File: src/rtl/fft_frame_streamer.sv
// fft_frame_streamer
//
// Packs left-channel audio samples into fixed-length frames for the FFT core's
// Avalon-ST sink. Samples pass through a small FIFO into a one-beat output
// register. The first beat of each frame carries sop and the last carries eop.
// The streamer honours sink_ready backpressure and keeps a sticky overflow flag
// for samples that arrive while the FIFO is full.
//
// Optional build macro: FFT_STREAMER_DECIM_EN
//   When defined, a decimate-by-2 averager sits in front of the FIFO. Each pair
//   of strobes writes (a+b)>>>1 one cycle after the second strobe.
//
// Ports:
//   CLOCK_50      system clock (single domain)
//   reset         synchronous, active-high reset
//   enable        permits starting a new frame (sampled only in IDLE)
//   sample_valid  one-cycle strobe qualifying sample_in
//   sample_in     32-bit signed audio sample
//   sink_valid    Avalon-ST valid to the FFT
//   sink_ready    Avalon-ST ready from the FFT
//   sink_sop      first beat of frame
//   sink_eop      last beat of frame
//   sink_error    constant 2'b00
//   sink_real     truncated sample (top DATA_W bits)
//   sink_imag     constant 0
//   fftpts_in     constant FFT_POINTS
//   frame_done    one-cycle pulse after the eop beat transfers
//   overflow      sticky, set when a sample is dropped
//   fifo_level    current FIFO occupancy

module fft_frame_streamer #(
  parameter int FFT_POINTS = 1024,
  parameter int DATA_W     = 16,
  parameter int FIFO_DEPTH = 16
) (
  input  logic                            CLOCK_50,
  input  logic                            reset,
  input  logic                            enable,
  input  logic                            sample_valid,
  input  logic [31:0]                     sample_in,
  output logic                            sink_valid,
  input  logic                            sink_ready,
  output logic                            sink_sop,
  output logic                            sink_eop,
  output logic [1:0]                      sink_error,
  output logic [DATA_W-1:0]               sink_real,
  output logic [DATA_W-1:0]               sink_imag,
  output logic [$clog2(FFT_POINTS):0]     fftpts_in,
  output logic                            frame_done,
  output logic                            overflow,
  output logic [$clog2(FIFO_DEPTH):0]     fifo_level
);

  localparam int CNT_W = $clog2(FFT_POINTS);
  localparam int PTR_W = $clog2(FIFO_DEPTH);
  localparam int LVL_W = PTR_W + 1;
  localparam logic [CNT_W-1:0] LAST_BEAT = CNT_W'(FFT_POINTS - 1);

  typedef enum logic {IDLE, STREAM} state_t;

  state_t             state;
  logic [CNT_W-1:0]   beat_cnt;

  logic [DATA_W-1:0]  mem [FIFO_DEPTH];
  logic [PTR_W-1:0]   wr_ptr;
  logic [PTR_W-1:0]   rd_ptr;

  logic               wr_en;
  logic [DATA_W-1:0]  wr_data;

  assign sink_error = 2'b00;
  assign sink_imag  = '0;
  assign fftpts_in  = (CNT_W + 1)'(FFT_POINTS);

`ifdef FFT_STREAMER_DECIM_EN
  // Decimate-by-2 front end: hold the first sample of each pair, then register
  // the 33-bit average of the pair so the FIFO write lands one cycle after the
  // second strobe.
  logic               phase;
  logic [31:0]        first_sample;
  logic               wr_en_q;
  logic [DATA_W-1:0]  wr_data_q;
  logic signed [32:0] pair_sum;
  logic               unused_sum_bits;

  assign pair_sum = $signed({first_sample[31], first_sample}) +
                    $signed({sample_in[31], sample_in});
  // Bit 32 of the sum is bit 31 of (sum >>> 1), so this slice is the
  // averaged sample truncated to its top DATA_W bits.
  assign unused_sum_bits = ^pair_sum[32-DATA_W:0];

  always_ff @(posedge CLOCK_50) begin
    if (reset) begin
      phase        <= 1'b0;
      first_sample <= '0;
      wr_en_q      <= 1'b0;
      wr_data_q    <= '0;
    end else begin
      wr_en_q <= 1'b0;
      if (sample_valid) begin
        if (!phase) begin
          first_sample <= sample_in;
          phase        <= 1'b1;
        end else begin
          phase     <= 1'b0;
          wr_en_q   <= 1'b1;
          wr_data_q <= pair_sum[32:33-DATA_W];
        end
      end
    end
  end

  assign wr_en   = wr_en_q;
  assign wr_data = wr_data_q;
`else
  logic unused_sample_bits;

  assign wr_en              = sample_valid;
  assign wr_data            = sample_in[31:32-DATA_W];
  assign unused_sample_bits = ^sample_in[31-DATA_W:0];
`endif

  logic              fifo_empty;
  logic              fifo_full;
  logic              xfer;
  logic              load_idle;
  logic              load_stream;
  logic              pop;
  logic              push;
  logic [CNT_W-1:0]  next_idx;

  assign fifo_empty = (fifo_level == '0);
  assign fifo_full  = (fifo_level == LVL_W'(FIFO_DEPTH));
  assign xfer       = sink_valid && sink_ready;

  // The output register refills while its current beat transfers, except
  // after the eop beat: the next frame must start from IDLE with a fresh sop.
  assign load_idle   = (state == IDLE) && enable && !fifo_empty && !sink_valid;
  assign load_stream = (state == STREAM) && !fifo_empty &&
                       (!sink_valid || (xfer && !sink_eop));
  assign pop  = load_idle || load_stream;
  assign push = wr_en && (!fifo_full || pop);

  // Index of the beat about to be loaded. beat_cnt counts completed
  // transfers, so a beat loaded behind a transferring one is one further on.
  assign next_idx = sink_valid ? beat_cnt + CNT_W'(1) : beat_cnt;

  // FIFO storage has no reset; emptiness is tracked by the pointers and level.
  always_ff @(posedge CLOCK_50) begin
    if (push) begin
      mem[wr_ptr] <= wr_data;
    end
  end

  // FIFO pointers and occupancy. A full FIFO that pops in the same cycle
  // still accepts the write.
  always_ff @(posedge CLOCK_50) begin
    if (reset) begin
      wr_ptr     <= '0;
      rd_ptr     <= '0;
      fifo_level <= '0;
    end else begin
      if (push) begin
        wr_ptr <= wr_ptr + PTR_W'(1);
      end
      if (pop) begin
        rd_ptr <= rd_ptr + PTR_W'(1);
      end
      case ({push, pop})
        2'b10:   fifo_level <= fifo_level + LVL_W'(1);
        2'b01:   fifo_level <= fifo_level - LVL_W'(1);
        default: fifo_level <= fifo_level;
      endcase
    end
  end

  // Sticky drop flag: only reset clears it.
  always_ff @(posedge CLOCK_50) begin
    if (reset) begin
      overflow <= 1'b0;
    end else if (wr_en && fifo_full && !pop) begin
      overflow <= 1'b1;
    end
  end

  // Frame FSM with the registered Avalon-ST beat.
  always_ff @(posedge CLOCK_50) begin
    if (reset) begin
      state      <= IDLE;
      beat_cnt   <= '0;
      sink_valid <= 1'b0;
      sink_sop   <= 1'b0;
      sink_eop   <= 1'b0;
      sink_real  <= '0;
      frame_done <= 1'b0;
    end else begin
      frame_done <= 1'b0;
      case (state)
        IDLE: begin
          beat_cnt <= '0;
          if (load_idle) begin
            state      <= STREAM;
            sink_valid <= 1'b1;
            sink_sop   <= 1'b1;
            sink_eop   <= (LAST_BEAT == '0);
            sink_real  <= mem[rd_ptr];
          end
        end
        STREAM: begin
          if (xfer) begin
            if (sink_eop) begin
              beat_cnt   <= '0;
              state      <= IDLE;
              frame_done <= 1'b1;
            end else begin
              beat_cnt <= beat_cnt + CNT_W'(1);
            end
          end
          if (load_stream) begin
            sink_valid <= 1'b1;
            sink_sop   <= 1'b0;
            sink_eop   <= (next_idx == LAST_BEAT);
            sink_real  <= mem[rd_ptr];
          end else if (xfer) begin
            sink_valid <= 1'b0;
            sink_sop   <= 1'b0;
            sink_eop   <= 1'b0;
          end
        end
        default: state <= IDLE;
      endcase
    end
  end

endmodule

File: config.mk
export PLATFORM = sky130hd
export DESIGN_NAME = fft_frame_streamer
export DESIGN_NICKNAME = d
export VERILOG_FILES = /design/src/rtl/fft_frame_streamer.sv
export SDC_FILE = /design/constraint.sdc
export NUM_CORES = 1
export LEC_CHECK = 0
export ABC_AREA = 0
export CAP_MARGIN = 20
export CELL_PAD_IN_SITES_DETAIL_PLACEMENT = 0
export CELL_PAD_IN_SITES_GLOBAL_PLACEMENT = 2
export CORE_ASPECT_RATIO = 0.5
export CORE_MARGIN = 5
export CORE_UTILIZATION = 44
export CTS_CLUSTER_DIAMETER = 60
export DETAILED_ROUTE_END_ITERATION = 6
export PLACE_DENSITY = 0.81
export SLEW_MARGIN = 40
export SYNTH_ARGS = -nofsm -noshare
export SYNTH_HDL_FRONTEND = slang
export SYNTH_SLANG_ARGS = --single-unit
File: constraint.sdc
create_clock -name CLOCK_50 -period 4 [get_ports CLOCK_50]
set_input_delay 1 -clock CLOCK_50 [delete_from_list [all_inputs] [get_ports CLOCK_50]]
set_output_delay 1 -clock CLOCK_50 [all_outputs]
set_load 0.05 [all_outputs]
==> results.md <==
- Hold Vio Cnt, Final: 0
- Postcts setup bufs: 0
- Die X: approximately 250 microns
- Core area: 27500 sq um
- Setup violators final: 0
- CTS buffer count: 28
- Placer congestion estimate: approximately 0.77
- Number of synthesized flops with an enable pin: around 260
- Placed Area: around 13000 sq um
- Crit Path Max Fanout: 8
- Num rows: 43
- Register Area: about 8700 sq um
- Measured slew at the worst slew-check pin: approximately 0.8 ns
- Top cell type's share of synthesized area: around 63%
- Fmax: 329 MHz
- Kind of end point of the critical path: flip-flop
- Maxcap violations: 0
- Multiplexer area fraction after synthesis: approximately an eighth
- Largest family of logic cells by synthesized area: multiplexers
- Clock Latency Late Sink: 0.56 ns
- # diodes: 0
- Top FF cell, synth: edfxtp_1
- Leak: roughly 0.0045 uW
- Final antenna-violating net count: 0
- Mean post-synth cell area: around 17 sq um
- Critical Path AT: roughly 3.5 ns
- Multi-input gate area: approximately 3200 sq um
- Fin nets: 832
- Tot GR Track Use: ~16%
- Drt total wl: between 20 and 25 mm
- Cells after synthesis: 716
- WP data required: between 4 and 5 ns
- First-pass GRT wire length: 38.1 mm
- Final critical-path share of the clock period: about three quarters
- Die area: between 30000 and 40000 sq um
- CTS tree: built
- Vias/cell: ~5.5
- Sequential fraction of the synthesis area: 71.1%
- Via count: approximately 6.6k
- Setup_tns: 0 ns
- Fillers: 2210
- Most frequent cells in the layout: edfxtp_1 (256), mux4_2 (64), nor2_1 (55), a21oi_1 (49), dfxtp_1 (47)
- Remaining global-route overflow: 0
- Synth Area in Compound Gates: under 10%
- CTS root buffer: clkbuf_16
- Most common cell after layout, fill and taps aside: edfxtp_1
- Share of cells above drive strength 1: 20.3%
- Adder-cell area share of the yosys netlist: 0.821%
- Max-slew headroom: between 40% and 50%
- Clock tree sinks: 305
- Cell Area, Synth: around 12000 sq um
- Starting density of the core: around 44%
- Clk pin slew, worst setup/hold paths: ~0.06 ns
- Layout area overhead: 15.1%
- Design area: between 10000 and 15000 sq um
- Unique masters post-synth: 58
- Hold/Removal Path Class: reg -> reg
- Pins Over Slew Limit: 0
- IO buf count: 46
- Status: finished, final reports clean
- Synth Area in Simple Gates: under 10%
- Dpl hpwl: approximately 15 mm
- Synth Area in XOR/XNOR: less than 1%
- H-tree depth: 1
- Routed WL per cell: 20.9 microns
- #FFs+latches synth: a little over 300
- Number of DRC markers in iteration 0: between 500 and 600
- First-pass detailed-route iteration total: 5
- RSZ-0062 raised after global routing: false
- Residual DRC: 0
- Min Tclk post-route: 3.04 ns
- Ports: 92
- YS warnings: 0
- Largest cells by area after synthesis: edfxtp_1 (63%), mux4_2 (12%), dfxtp_1 (8.0%)
- Worst VDD drop: approximately 370 uV
- Clock Skew: roughly 0.025 ns
- Critical path startpoint category: input port
- Largest net degree at the start of global routing: 32
- CP Class: in -> reg
- Largest area contributor in the netlist: edfxtp_1
- P per Cell Area: between 600 and 700 nW/um^2
- Initial antenna violation count: 0
- Post-synthesis async set-or-reset flop share: 0%
- Vias in the first global route: 6508
- Clock Path Buffers: 3
- Die height: ~130 microns
- Post_cts resized: 0
- Hold_buf cts: 0
flip-flops by register name, summed over array words and instances (netlist names), 4 cells and up, named ones only:
register,count
sink_real,16
beat_cnt,10
rd_ptr,4
fifo_level,5
mem,256
wr_ptr,4
critical path, stage by stage:
cell and delay (ns):
clkdlybuf4s50_1 0.66, a21boi_2 0.13, or3_4 0.40, mux2_2 0.27, ha_1 0.23, or4_4 0.52, a21o_1 0.20, a21oi_2 0.11
worst paths after layout:
kind / depth (start not counted) / end / startpoint / slack (ns)
setup / recovery: 8 / fifo_level[2]$_SDFFE_PP0P_ / sink_ready / 0.96
hold / removal: 2 / overflow$_SDFFE_PP0P_ / overflow$_SDFFE_PP0P_ / 0.48
setup reg to reg: 7 / fifo_level[2]$_SDFFE_PP0P_ / sink_valid$_SDFFE_PP0P_ / 1.50
hold reg to reg: 2 / overflow$_SDFFE_PP0P_ / overflow$_SDFFE_PP0P_ / 0.48
Yosys cell counts (5+ instances only):
| cell type | count |
|---|---|
| buf_2 | 10 |
| nand2_1 | 18 |
| clkbuf_1 | 26 |
| xnor2_1 | 5 |
| nand3_1 | 7 |
| nor2_1 | 58 |
| inv_1 | 9 |
| xor2_1 | 5 |
| a21oi_1 | 49 |
| a22oi_1 | 35 |
| mux4_2 | 64 |
| nor3_1 | 8 |
| edfxtp_1 | 256 |
| ha_1 | 8 |
| o21ai_0 | 6 |
| buf_4 | 32 |
| dfxtp_1 | 49 |
| nand4_1 | 5 |
where the power goes:
group	switching [uW]	total, uW	internal (uW)	leakage, uW
sequential	241	3880	3640	0.00271
combinational	1200	2050	858	0.00138
clock	1150	2560	1410	0.000431
total	2580	8490	5910	0.00453
final cells by class:
| type | instances | share of cell area [%] |
|---|---|---|
| flip-flops and latches | 305 | 61.8 |
| inverters | 9 | 0.241 |
| clock buffers | 39 | 5.43 |
| multi-input cells | 359 | 22.9 |
| clock inverters | 13 | 0.927 |
| well taps | 382 | 3.41 |
| repair buffers | 84 | 5.28 |
per-stage QoR:
| step | cells | utilization (%) | total power (uW) | hold WS, ns | setup WS, ns |
|---|---|---|---|---|---|
| global route | 1191 | 51.0 | 8880 | 0.521 | 0.760 |
| detailed placement | 1139 | 47.8 | 6030 | 0.472 | 0.427 |
| CTS | 1191 | 51.0 | 8590 | 0.487 | 0.945 |
| global placement | 1139 | 47.8 | 6010 | 0.455 | 0.421 |
| finish | 1191 | 51.0 | 8490 | 0.483 | 0.957 |
| floorplan | 743 | - | 5460 | 0.467 | 0.743 |
cells by family (layout without fill, tap and decap cells):
group,Yosys count,count (layout)
other,2,29
buffers and inverters,79,145
flip-flops,305,305
AND/OR/NAND/NOR,123,123
adder cells (fa/ha/maj),8,8
AO/OA/AOI/OAI,122,122
XOR/XNOR,10,10
multiplexers,67,67
routing by layer:
metal  track usage, %  up-vias  share of wire [%]
met4             3.38        0                2.0
met1             22.7     3410                 45
met5                0        -                  0
li1                 -     2924                  -
met2             25.7      180                 47
met3             2.96       36                5.6
No activity file was read; power rests on OpenSTA's default activity.
